===== src/rtl/tl_pkg.sv =====
// Shared traffic-light definitions: light codes driven by the controller and
// the request FSM state encodings used by the vehicle detector.
package tl_pkg;

  localparam logic [1:0] MAIN_GREEN  = 2'b00;
  localparam logic [1:0] MAIN_YELLOW = 2'b01;
  localparam logic [1:0] SIDE_GREEN  = 2'b10;
  localparam logic [1:0] SIDE_YELLOW = 2'b11;

  localparam logic [1:0] IDLE   = 2'b00;
  localparam logic [1:0] REQ    = 2'b01;
  localparam logic [1:0] SERVED = 2'b10;

endpackage


===== src/rtl/tl_debounce.sv =====
// Two-flop synchroniser followed by a stability counter; a level change is
// accepted only after DEBOUNCE_CYCLES consecutive differing samples.
module tl_debounce #(
  parameter int DEBOUNCE_CYCLES = 4
) (
  input  logic clk,
  input  logic reset,
  input  logic loop_raw,
  output logic present,
  output logic rise
);

  localparam int CW = (DEBOUNCE_CYCLES > 2) ? $clog2(DEBOUNCE_CYCLES) : 1;
  localparam logic [CW-1:0] LAST = CW'(DEBOUNCE_CYCLES - 1);

  logic          s1_q, s1_d;
  logic          s2_q, s2_d;
  logic          present_q, present_d;
  logic [CW-1:0] cnt_q, cnt_d;

  always_comb begin
    s1_d      = loop_raw;
    s2_d      = s1_q;
    present_d = present_q;
    cnt_d     = '0;
    if (s2_q != present_q) begin
      if (cnt_q == LAST) begin
        present_d = s2_q;
      end else begin
        cnt_d = cnt_q + 1'b1;
      end
    end
  end

  always_ff @(posedge clk or posedge reset) begin
    if (reset) begin
      s1_q      <= 1'b0;
      s2_q      <= 1'b0;
      present_q <= 1'b0;
      cnt_q     <= '0;
    end else begin
      s1_q      <= s1_d;
      s2_q      <= s2_d;
      present_q <= present_d;
      cnt_q     <= cnt_d;
    end
  end

  assign present = present_q;
  // Strobe on the edge that accepts a new arrival, aligned with present rising.
  assign rise    = present_d & ~present_q;

endmodule


===== src/rtl/vehicle_detector.sv =====
// Side-road vehicle detector: debounced presence, held service request to the
// controller, arrival counter. TL_REQ_TIMEOUT_EN adds a sticky wait-timeout flag.
module vehicle_detector
  import tl_pkg::*;
#(
  parameter int DEBOUNCE_CYCLES = 4,
  parameter int TIMEOUT_CYCLES  = 1024,
  parameter int CNT_W           = 8
) (
  input  logic             clk,
  input  logic             reset,
  input  logic             loop_raw,
  input  logic [1:0]       light,
  output logic             sensor,
  output logic             present,
  output logic [CNT_W-1:0] veh_count,
  output logic             req_timeout
);

  logic             rise;
  logic [1:0]       state_q, state_d;
  logic             sensor_q, sensor_d;
  logic [CNT_W-1:0] count_q, count_d;

  tl_debounce #(.DEBOUNCE_CYCLES(DEBOUNCE_CYCLES)) u_debounce (
    .clk      (clk),
    .reset    (reset),
    .loop_raw (loop_raw),
    .present  (present),
    .rise     (rise)
  );

  // Once requested, only a SIDE_GREEN grant ends the request; losing presence does not.
  always_comb begin
    state_d = state_q;
    case (state_q)
      IDLE:    if (present) state_d = REQ;
      REQ:     if (light == SIDE_GREEN) state_d = SERVED;
      SERVED:  if (light == MAIN_GREEN) state_d = present ? REQ : IDLE;
      default: state_d = IDLE;
    endcase
    sensor_d = (state_d == REQ);
    count_d  = count_q;
    if (rise && (count_q != '1)) count_d = count_q + 1'b1;
  end

  always_ff @(posedge clk or posedge reset) begin
    if (reset) begin
      state_q  <= IDLE;
      sensor_q <= 1'b0;
      count_q  <= '0;
    end else begin
      state_q  <= state_d;
      sensor_q <= sensor_d;
      count_q  <= count_d;
    end
  end

  assign sensor    = sensor_q;
  assign veh_count = count_q;

`ifdef TL_REQ_TIMEOUT_EN
  localparam int TW = $clog2(TIMEOUT_CYCLES + 1);
  localparam logic [TW-1:0] WAIT_MAX = TW'(TIMEOUT_CYCLES);

  logic [TW-1:0] wait_q, wait_d;
  logic          timeout_q, timeout_d;

  always_comb begin
    wait_d    = wait_q;
    timeout_d = timeout_q;
    if (state_q == REQ) begin
      if (wait_q != WAIT_MAX) wait_d = wait_q + 1'b1;
      if (wait_d == WAIT_MAX) timeout_d = 1'b1;
    end else if (state_d == REQ) begin
      wait_d = '0;
    end
  end

  always_ff @(posedge clk or posedge reset) begin
    if (reset) begin
      wait_q    <= '0;
      timeout_q <= 1'b0;
    end else begin
      wait_q    <= wait_d;
      timeout_q <= timeout_d;
    end
  end

  assign req_timeout = timeout_q;
`else
  logic unused_timeout_cfg;
  assign unused_timeout_cfg = (TIMEOUT_CYCLES > 0);
  assign req_timeout        = 1'b0;
`endif

endmodule

===== config.mk =====
export PLATFORM = sky130hd
export DESIGN_NAME = vehicle_detector
export DESIGN_NICKNAME = d
export VERILOG_FILES = /design/src/rtl/tl_pkg.sv /design/src/rtl/tl_debounce.sv /design/src/rtl/vehicle_detector.sv
export SDC_FILE = /design/constraint.sdc
export NUM_CORES = 1
export LEC_CHECK = 0
export ABC_AREA = 1
export CELL_PAD_IN_SITES_DETAIL_PLACEMENT = 0
export CELL_PAD_IN_SITES_GLOBAL_PLACEMENT = 1
export CORE_AREA = 5 5 53 55
export CTS_BUF_LIST = sky130_fd_sc_hd__clkbuf_8
export DETAILED_ROUTE_END_ITERATION = 8
export DIE_AREA = 0 0 58 60
export PLACE_DENSITY = 0.84
export SYNTH_ARGS = -nofsm -noshare
export SYNTH_HDL_FRONTEND = slang
export SYNTH_HIERARCHICAL = 1
export SYNTH_SLANG_ARGS = --single-unit

===== constraint.sdc =====
create_clock -name clk -period 1.6 [get_ports clk]
set_clock_uncertainty 0.1 [all_clocks]
set_input_delay 0.16 -clock clk [delete_from_list [all_inputs] [get_ports clk]]
set_output_delay 0.16 -clock clk [all_outputs]
set_load 0.005 [all_outputs]

# Yosys cells after proc, flatten, opt, wreduce, memory -nomap -nowiden
# Cells that the tools add are included.
[totals] regBits=16 elab_cells=30 output_inout_bits=11 input_bits=5
[op_classes] n_reduce_logical=3 n_mux=9 bitwise=2 n_eq_ne=7 add_sub_neg=2
[ops] op="$mux 2" count=5
[ops] op="$add 8x1->8 const B" count=1
[ops] op="$ne 8x8->1 const B" count=1
[ops] op="$eq 2x2->1 const B" count=3
[ops] op="$pmux 2 s3" count=1
[ops] op="$eq 2x1->1 const B" count=2
[ops] op="$logic_not 2->1" count=2
[ops] op="$mux 1" count=3
[ops] op="$add 2x1->2 const B" count=1
[ops] op="$and 1x1->1" count=1
[ops] op="$logic_and 1x1->1" count=1
[ops] op="$ne 1x1->1" count=1
[ops] op="$not 1->1" count=1

# Longest topological paths before layout
# Gate-level depths: netlist of the first run.
[depth] word_depth=5 depth_mapped=8 depth_no_buf=8

# Hierarchy
# Netlist of the first run, hierarchy kept.
[by_module_without_submodules] mod="vehicle_detector" n_inst=1 area_each_um2=629.4 cells_each=80 seq_area_each_um2=275.3
[by_module_without_submodules] mod="tl_debounce" n_inst=1 area_each_um2=190.2 cells_each=19 seq_area_each_um2=125.1

# Worst setup path after synthesis of the first run
# Ideal clock, no wire load.
[synth_timing] path_kind="register to register" startpoint="register u_debounce.cnt_q[0]" endpoint="register count_q[6] (netlist: veh_count[6])" setup_time_ps=116 t_arrival_ps=1205 slack_ps=179 required_ps=1384 path_stages_with_launch=7 path_buffers=0 cell_sequence="dfrtp_1 ha_1 nand2_1 nor2_1 nand4_1 nand2_1 nand2_1"
[synth_between] elab_chain_len=5
[synth_rtl] element="from (decl)" line="tl_debounce.sv:19" source="logic [CW-1:0] cnt_q, cnt_d;"
[synth_rtl] element="from (signal assigned)" line="tl_debounce.sv:45" source="cnt_q <= cnt_d;"
[synth_rtl] element="$eq 2x2->1" line="tl_debounce.sv:27" source="if (cnt_q == LAST) begin"
[synth_rtl] element="$mux 1" line="tl_debounce.sv:27"
[synth_rtl] element="$mux 1" line="tl_debounce.sv:26" source="if (s2_q != present_q) begin"
[synth_rtl] element="$and 1x1->1" line="tl_debounce.sv:51" source="assign rise = present_d & ~present_q;"
[synth_rtl] element="via rise" line="vehicle_detector.sv:20" source="logic rise;"
[synth_rtl] element="$logic_and 1x1->1" line="vehicle_detector.sv:44" source="if (rise && (count_q != '1)) count_d = count_q + 1'b1;"
[synth_rtl] element="to (signal assigned)" line="vehicle_detector.sv:55" source="count_q <= count_d;"
[synth_rtl] element="to (decl)" line="vehicle_detector.sv:23" source="logic [CNT_W-1:0] count_q, count_d;"
# The timed path passes the listed nets, and every way through them passes these cells.
# A chain may end at the register's enable or synchronous reset.

# Worst setup path after layout of the first run
[layout_timing] startpoint="register count_q[2] (netlist: veh_count[2])" endpoint="output port veh_count[2]"
[layout_lines] element="to (decl)" line="vehicle_detector.sv:16" source="output logic [CNT_W-1:0] veh_count,"
# No word-level cell between the ends.

==> results.yml, run 1 <==
clock_tree:
  cts_setup_buffers: 0
  cts_tree: "done"
  cts_root_buf: "clkbuf_8"
  ctsResizeCount: 0
  h-tree-depth: 1
  clockBufferDepth: 2
  clkTransAtPathRegs_ns: 0.06
  cts.sinks: 16
  clk-insertion-delay-late_ns: 0.25
  hold_buffers: 0
  cts_made_buffers: 3
global_routing:
  grt_use_total: 0.0991
  antenna_found_initial: 0
  grt-ovfl-total: 0
  grt_pass1_wl_um: 2510
  grt_pass1_vias: 601
  grt_max_degree: 12
placed_design:
  dp_hpwl_um: 1140
  place_congestion: 0.795
  numPortBuffers: 14
route:
  viasPerCell: 4.28
  antenna_left: 0
  drt_wl_total_um: 1430
  first_pass_iters: 4
  drc: 0
  vias: 629
  wire_per_inst_um: 9.73
  drtIter0Drc: 17
worst_setup_path:
  cp.required_ns: 1.34
  crit_path_cell_trace: "clkdlybuf4s50_1"
  critPathBufInv: 1
  slowest_delay_ns: 0.55
  arrival_ns: 1.25
  cp-end-kind: "output pin"
  slowest_stage: "clkdlybuf4s50_1"
  crit_family: "buffers and inverters"
  startpoint_type: "register"
  crit_type: "reg2out"
  crit_fanout: 6
floorplanning:
  core_um2: 2340
  std_cell_rows: 18
  die_h_um: 60
  io_pins: 16
  initial_core_util: 0.350
  die_x_um: 58
  dieArea_um2: 3480
sta:
  rsz0062_at_grt: "no"
  tns_ns: 0
  slew_viol_final: 0
  setup_violations: 0
  max_freq_mhz: 663
  hold_viol: 0
  finalCritPeriodShare: 0.942
  fin_crit_ns: 1.51
synth:
  synth_edf_count: 0
  ys_seq_area_frac: 0.489
  syn-num-nets: 106
  netlist_area_um2: 820
  ys.flop_type: "dfrtp_1"
  synthDistinctLibCells: 22
  yosysWarnings: 6
  syn_inst: 99
  synth_area_per_cell_um2: 8.28
  ys_seq_elements: 16
  synthArstFlopShare: 1.00
pwr:
  power_density_nw_per_um2: 1270
  vdd_drop_max_mv: 0.743
  p_leak_nw: 0.512
job:
  max_cap_viol_count: 0
run_status:
  status: "finished, final reports clean"
cells_and_area:
  fin_nets: 125
  final_cell_mix: "nand2_1, dfrtp_1, clkdlybuf4s50_1"
  drive_gt1_frac: 0.103
  layout_commonest_cell: "nand2_1"
  n_fill_cell: 255
  synthToLayoutAreaGrowth_pct: 28.4
  final_core_util: 0.449
  n_antenna_cell: 0
hold_path:
  hold_class: "in2async"
cell type report:
cell class / count / area [um^2] / area share
Sequential cell: 16 / 400 / 0.380
Multi-Input combinational cell: 67 / 350 / 0.333
Timing Repair Buffer: 15 / 148 / 0.140
Inverter: 15 / 61.3 / 0.0583
Clock buffer: 4 / 55.1 / 0.0523
Tap cell: 30 / 37.5 / 0.0357
cells in the mapped netlist, types with 2 or more instances:
library cell / count / area (um^2)
dfrtp_1: 16 / 400
o21ai_1: 3 / 15.0
nor2_4: 2 / 22.5
nor2_1: 7 / 26.3
nand4_1: 2 / 12.5
nand3_1: 4 / 20.0
inv_1: 13 / 48.8
ha_1: 2 / 25.0
nand2_1: 36 / 135
xor2_1: 2 / 17.5
state kept, by name, summed over array words and instances, names as in the netlist:
register	flops
u_debounce/present	1
u_debounce/s2_q	1
u_debounce/cnt_q	2
state_q	2
sensor	1
veh_count	8
u_debounce/s1_q	1
path summary, 6_finish.rpt:
path	endpoint	slack, ns	depth (start not counted)	from
max	veh_count[2]	0.09	1	veh_count[2]
min	u_debounce/cnt_q[1]	0.02	2	reset
max reg2reg	veh_count[0]	0.22	8	veh_count[1]
min reg2reg	u_debounce/s2_q	0.26	0	u_debounce/s1_q
max in group asynchronous	veh_count[6]	0.98	2	reset
min in group clk	u_debounce/s1_q	0.24	1	loop_raw
where the power goes:
group | internal, W | switching (W) | total (W)
Clock | 0.000219 | 0.000145 | 0.000364
Combinational | 0.000206 | 0.000171 | 0.000377
Sequential | 0.000506 | 0.0000932 | 0.000599
Total | 0.000931 | 0.000409 | 0.00134
metrics by stage:
stage               power (W)  setup WS (ns)  hold slack (ns)  cells  instance area [um^2]
finish                0.00134         0.0923           0.0228    147                  1050
global route          0.00145         0.0362           0.0498    147                  1050
CTS                   0.00136         0.0729           0.0282    147                  1050
detailed placement   0.000992          0.205            0.246    143                   997
global placement     0.000980          0.254            0.236    143                   997
floorplan            0.000809          0.179           -0.161     99                   820
cell families after synthesis:
group	count (synthesis)	share of synthesized area
xor+xnor	3	0.0321
buf+inv	16	0.0840
compound gates	6	0.0427
fa+ha+maj	2	0.0305
simple gates	55	0.318
other cells	1	0.00458
flops	16	0.489
per-layer routing:
metal,up-vias,global-route usage,part of all wire
met5,-,0,0
met4,0,0.0695,0.027
met3,3,0.0367,0.056
met2,13,0.158,0.45
met1,280,0.109,0.47
li1,333,-,-
Power figures use the tool's default switching activity.
==> run 2, diff against run 1 <==
Settings changed: CORE_AREA 5 5 53 55 to 5 5 55 57, DIE_AREA 0 0 58 60 to 0 0 60 62, PLACE_DENSITY 0.84 to 0.82.
Clock period 1.6 ns to 1.3 ns, I/O delays scaled along.
==> run 2 against run 1 <==
The flow now finishes with violations (hold timing, setup timing). Clock power grew 20%. Sequential power grew 22%. Non-clock buffer count grew 14. Flip-flop and latch count is the same. Critical path type is now reg2reg. Critical endpoint is now veh_count[4]. Largest cell class is now multi-input combinational cells. Largest power group is now combinational cells.
==> results.yml, run 2 (synthesis results as in run 1) <==
run_status:
  status: "finished, violations left"
  violations: "hold timing, setup timing"
worst_setup_path:
  timing.rr.end: "veh_count[4]"
  reg2reg_depth: 8
  reg2reg_from: "veh_count[1]"
  cp.required_ns: 1.34
  crit_type: "reg2reg"
  startpoint_type: "register"
  crit_family: "flip-flops"
  crit_fanout: 2
  slowest_stage: "dfrtp_1"
  crit_path_cell_trace: "buf_6 > ha_4 > nand2_4 > nor2_4 > buf_4 > xor2_1 > nand2_1 > nand2_1"
  arrival_ns: 1.38
  cpMostUsedCell: "nand2_1"
  critPathBufInv: 2
  slowest_delay_ns: 0.39
  cp-end-kind: "register"
  reg2reg_setup_slack_ns: -0.04
  setup.worst_path.start: "veh_count[1]"
clock_tree:
  cts.sinks: 16
  cts_root_buf: "clkbuf_8"
  cts_tree: "done"
  cts_made_buffers: 3
  clkTransAtPathRegs_ns: 0.06
  hold_buffers: 0
  clk-insertion-delay-late_ns: 0.25
  h-tree-depth: 1
  clockBufferDepth: 2
global_routing:
  grt_max_degree: 12
  antenna_found_initial: 0
  grt_pass1_vias: 768
  grt_pass1_wl_um: 3100
  grt-ovfl-total: 0
  grt_use_total: 0.114
cells_and_area:
  n_antenna_cell: 0
  final_core_util: 0.500
  multi_input_area_um2: 405
  seqCellArea_um2: 402
  drive_gt1_frac: 0.267
  synthToLayoutAreaGrowth_pct: 48.4
  n_fill_cell: 227
  largest_reg_flops: 8
  fin_nets: 139
  layout_commonest_cell: "nand2_1"
  final_cell_area_um2: 1220
  final_cell_mix: "nand2_1, dfrtp_1, inv_1"
  fin_cells: 161
sta:
  max_freq_mhz: 749
  worst_slack_ns: -0.0358
  fin_crit_ns: 1.34
  tns_ns: -0.130
  finalCritPeriodShare: 1.03
  slew_viol_final: 0
  holdWs_ns: -0.00543
  hold_viol: 5
  setup_violations: 5
  rsz0062_at_grt: "yes"
floorplanning:
  dieArea_um2: 3720
  die_x_um: 60
  io_pins: 16
  initial_core_util: 0.337
  core_um2: 2430
  die_h_um: 62
  std_cell_rows: 18
placed_design:
  place_congestion: 0.686
  numPortBuffers: 14
  numPlacedInstances: 146
  dp_hpwl_um: 1210
  placed_area_um2: 1020
route:
  drc: 0
  drtIter0Drc: 10
  viasPerCell: 4.61
  wire_per_inst_um: 11.0
  drt_wl_total_um: 1770
  antenna_left: 0
  first_pass_iters: 4
  vias: 743
job:
  max_cap_viol_count: 0
pwr:
  p_clk_frac: 0.230
  intPower_w: 0.00129
  switching_share: 0.320
  power_density_nw_per_um2: 1560
  vdd_drop_max_mv: 0.936
  power_frac_seq: 0.385
  p_leak_nw: 0.659
  power_frac_comb: 0.385
  switchingPower_w: 0.000608
hold_path:
  hold_class: "in2async"
run 2: cell types whose count changed in the layout (fill, tap and decap cells not counted), moves of 3 or more:
| cell | previous run | this run |
|---|---|---|
| buf_4 | 1 | 12 |
| nand2_1 | 36 | 31 |
| nand2_2 | 1 | 4 |
| dlygate4sd2_1 | 0 | 9 |
| clkdlybuf4s50_1 | 14 | 4 |
| buf_6 | 0 | 3 |
run 2: how the worst max path moves through the flow:
stage	to	slack, ns	depth (start not counted)
6_report	veh_count[4]	-0.04	8
2_1_floorplan	veh_count[4]	-0.002	8
3_3_place_gp	veh_count[6]	-0.03	6
3_5_place_dp	veh_count[6]	-0.06	6
4_1_cts	veh_count[7]	-0.06	9
5_1_grt	veh_count[0]	-0.11	9
run 2: layer usage:
layer | up-vias | global-route usage | share of wire
met5 | - | 0 | 0
met4 | 0 | 0.0665 | 0.030
met3 | 6 | 0.0372 | 0.049
met2 | 17 | 0.193 | 0.50
met1 | 356 | 0.124 | 0.41
li1 | 364 | - | -
run 2: stage by stage:
step	power, W	setup WS (ns)
finish	0.00190	-0.0358
global route	0.00205	-0.111
CTS	0.00181	-0.0615
detailed placement	0.00130	-0.0583
global placement	0.00127	-0.0270
floorplan	0.00100	-0.00196
run 2: layout make-up:
class / count / share of cell area
Clock buffer: 4 / 0.0453
Inverter: 15 / 0.0504
Multi-Input combinational cell: 67 / 0.333
Sequential cell: 16 / 0.330
Tap cell: 30 / 0.0309
Timing Repair Buffer: 29 / 0.210
run 2: repair_timing:
action	4_1_cts	5_1_grt
gates resized for setup	12	13
setup buffers	8	3
endpoints found under the setup margin	17	9
cloned	0	0
pin swaps	3	7
run 2: power by group through the flow:
stage / clock network (W) / registers (W) / logic (W)
after CTS: 0.000451 / 0.000707 / 0.000649
final: 0.000438 / 0.000732 / 0.000733
after global routing: 0.000478 / 0.000756 / 0.000815
after global placement: 0 / 0.000717 / 0.000557
after detailed placement: 0 / 0.000723 / 0.000576
after floorplan: 0 / 0.000738 / 0.000265
==> run 3, diff against run 2 <==
Settings changed: CORE_AREA 5 5 55 57 to 2 2 52 54, DIE_AREA 0 0 60 62 to 0 0 54 56.
==> run 3 against run 2 <==
The flow finishes with violations (setup timing). Power decreased by 3.8%. Flip-flop and latch count unchanged. Hold slack better by 0.22 ns. Final cell count down 0.62%. Clock power is essentially flat. Register-to-register slack about the same. Count of clock-buffer cells in the layout unchanged. Via count fell by 4.7%. Largest power group is now registers.
==> results.yml, run 3 (synthesis results as in run 1) <==
run_status:
  status: "finished, violations left"
  violations: "setup timing"
cells_and_area:
  fin_nets: 138
  layout_commonest_cell: "nand2_1"
  fin_cells: 160
  final_cell_mix: "nand2_1, dfrtp_1, inv_1"
  drive_gt1_frac: 0.285
  largest_reg_flops: 8
  n_antenna_cell: 0
  synthToLayoutAreaGrowth_pct: 46.3
  n_fill_cell: 242
route:
  wl_met2_um: 818
  vias: 708
  drtIter0Drc: 3
  topRoutingLayerUsed: "met4"
  antenna_left: 0
  viasPerCell: 4.43
  wl_met3_um: 88
  drc: 0
  first_pass_iters: 3
  drt_wl_total_um: 1560
  drt-met1-wl_um: 648
  wire_per_inst_um: 9.78
floorplanning:
  dieArea_um2: 3020
  io_pins: 16
  core_um2: 2430
  die_h_um: 56
  std_cell_rows: 18
  die_x_um: 54
  initial_core_util: 0.337
sta:
  rsz0062_at_grt: "yes"
  worst_slack_ns: -0.0300
  slew_viol_final: 0
  tns_ns: -0.116
  setup_violations: 7
  max_freq_mhz: 752
  hold_viol: 0
  finalCritPeriodShare: 1.02
  fin_crit_ns: 1.33
pwr:
  vdd_drop_max_mv: 1.08
  power_frac_comb: 0.367
  power_frac_seq: 0.394
  switching_share: 0.311
  p_clk_frac: 0.240
  power_density_nw_per_um2: 1530
  p_leak_nw: 0.644
  switchingPower_w: 0.000569
  intPower_w: 0.00126
hold_path:
  hold-path-cell-count: 1
  hold_class: "in2reg"
global_routing:
  antenna_found_initial: 0
  grt_pass1_wl_um: 2620
  grt_pass1_vias: 649
  grt_use_total: 0.119
  grt-ovfl-total: 0
  grt_max_degree: 12
clock_tree:
  clkTransAtPathRegs_ns: 0.06
  cts_made_buffers: 3
  clk-insertion-delay-late_ns: 0.25
  cts.sinks: 16
  clockBufferDepth: 2
  h-tree-depth: 1
  cts_tree: "done"
  cts_root_buf: "clkbuf_8"
placed_design:
  numPortBuffers: 14
  place_congestion: 0.715
  numPlacedInstances: 146
  dp_hpwl_um: 1160
worst_setup_path:
  arrival_ns: 1.37
  reg2reg_depth: 9
  cp.required_ns: 1.34
  startpoint_type: "register"
  cp-end-kind: "register"
  crit_fanout: 8
  crit_type: "reg2reg"
job:
  max_cap_viol_count: 0
==> run 3: cell type report <==
type	count	area [um^2]	area share
Sequential cell	16	403	0.336
Multi-Input combinational cell	67	400	0.334
Timing Repair Buffer	28	239	0.199
Inverter	15	63.8	0.0532
Clock buffer	4	55.1	0.0459
Tap cell	30	37.5	0.0313
==> run 3: path summary, 6_finish.rpt <==
path,start,end,slack (ns)
max,veh_count[1],veh_count[4],-0.03
max reg2reg,veh_count[1],veh_count[4],-0.03
min in group asynchronous,reset,u_debounce/present,0.55
min reg2reg,u_debounce/s1_q,u_debounce/s2_q,0.26
min,loop_raw,u_debounce/s1_q,0.22
max in group asynchronous,reset,veh_count[4],0.12
==> run 3: what timing repair did <==
item                                   4_1_cts  5_1_grt
setup buffers                                8        1
hold buffers                                 0        1
endpoints found under the hold margin        0        3
setup endpoints to repair                   18        8
pin swaps                                    2       12
gates resized for setup                     14       15
==> run 3: metal layers <==
metal / vias up / GRT usage
met5: - / 0
met4: 0 / 0.0214
met3: 2 / 0.0565
met2: 16 / 0.199
met1: 324 / 0.138
li1: 366 / -
==> run 3: critical path, cell delays in order (launching register included) <==
cell,delay (ns)
dfrtp_1,0.36
buf_6,0.10
ha_4,0.14
nand2_4,0.06
nor2_4,0.12
nand2_4,0.09
nand2_8,0.10
inv_8,0.05
nand2_2,0.06
nand2_2,0.05
==> run 3: power by group through the flow <==
stage	Combinational [W]	Clock, W	Sequential, W
after CTS	0.000621	0.000453	0.000708
final	0.000671	0.000438	0.000721
after floorplan	0.000265	0	0.000738
after global placement	0.000553	0	0.000717
after global routing	0.000770	0.000483	0.000738
after detailed placement	0.000565	0	0.000724
==> run 3: per-stage QoR <==
stage / setup slack [ns] / total power (W) / hold WS [ns] / utilization / cell area, um^2
after floorplan: -0.00196 / 0.00100 / -0.191 / - / 825
after global placement: -0.0253 / 0.00127 / 0.240 / 0.421 / 1020
after detailed placement: -0.0794 / 0.00129 / 0.244 / 0.421 / 1020
after CTS: -0.0803 / 0.00178 / 0.000270 / 0.471 / 1140
after global routing: -0.116 / 0.00199 / 0.211 / 0.493 / 1200
final: -0.0300 / 0.00183 / 0.218 / 0.493 / 1200
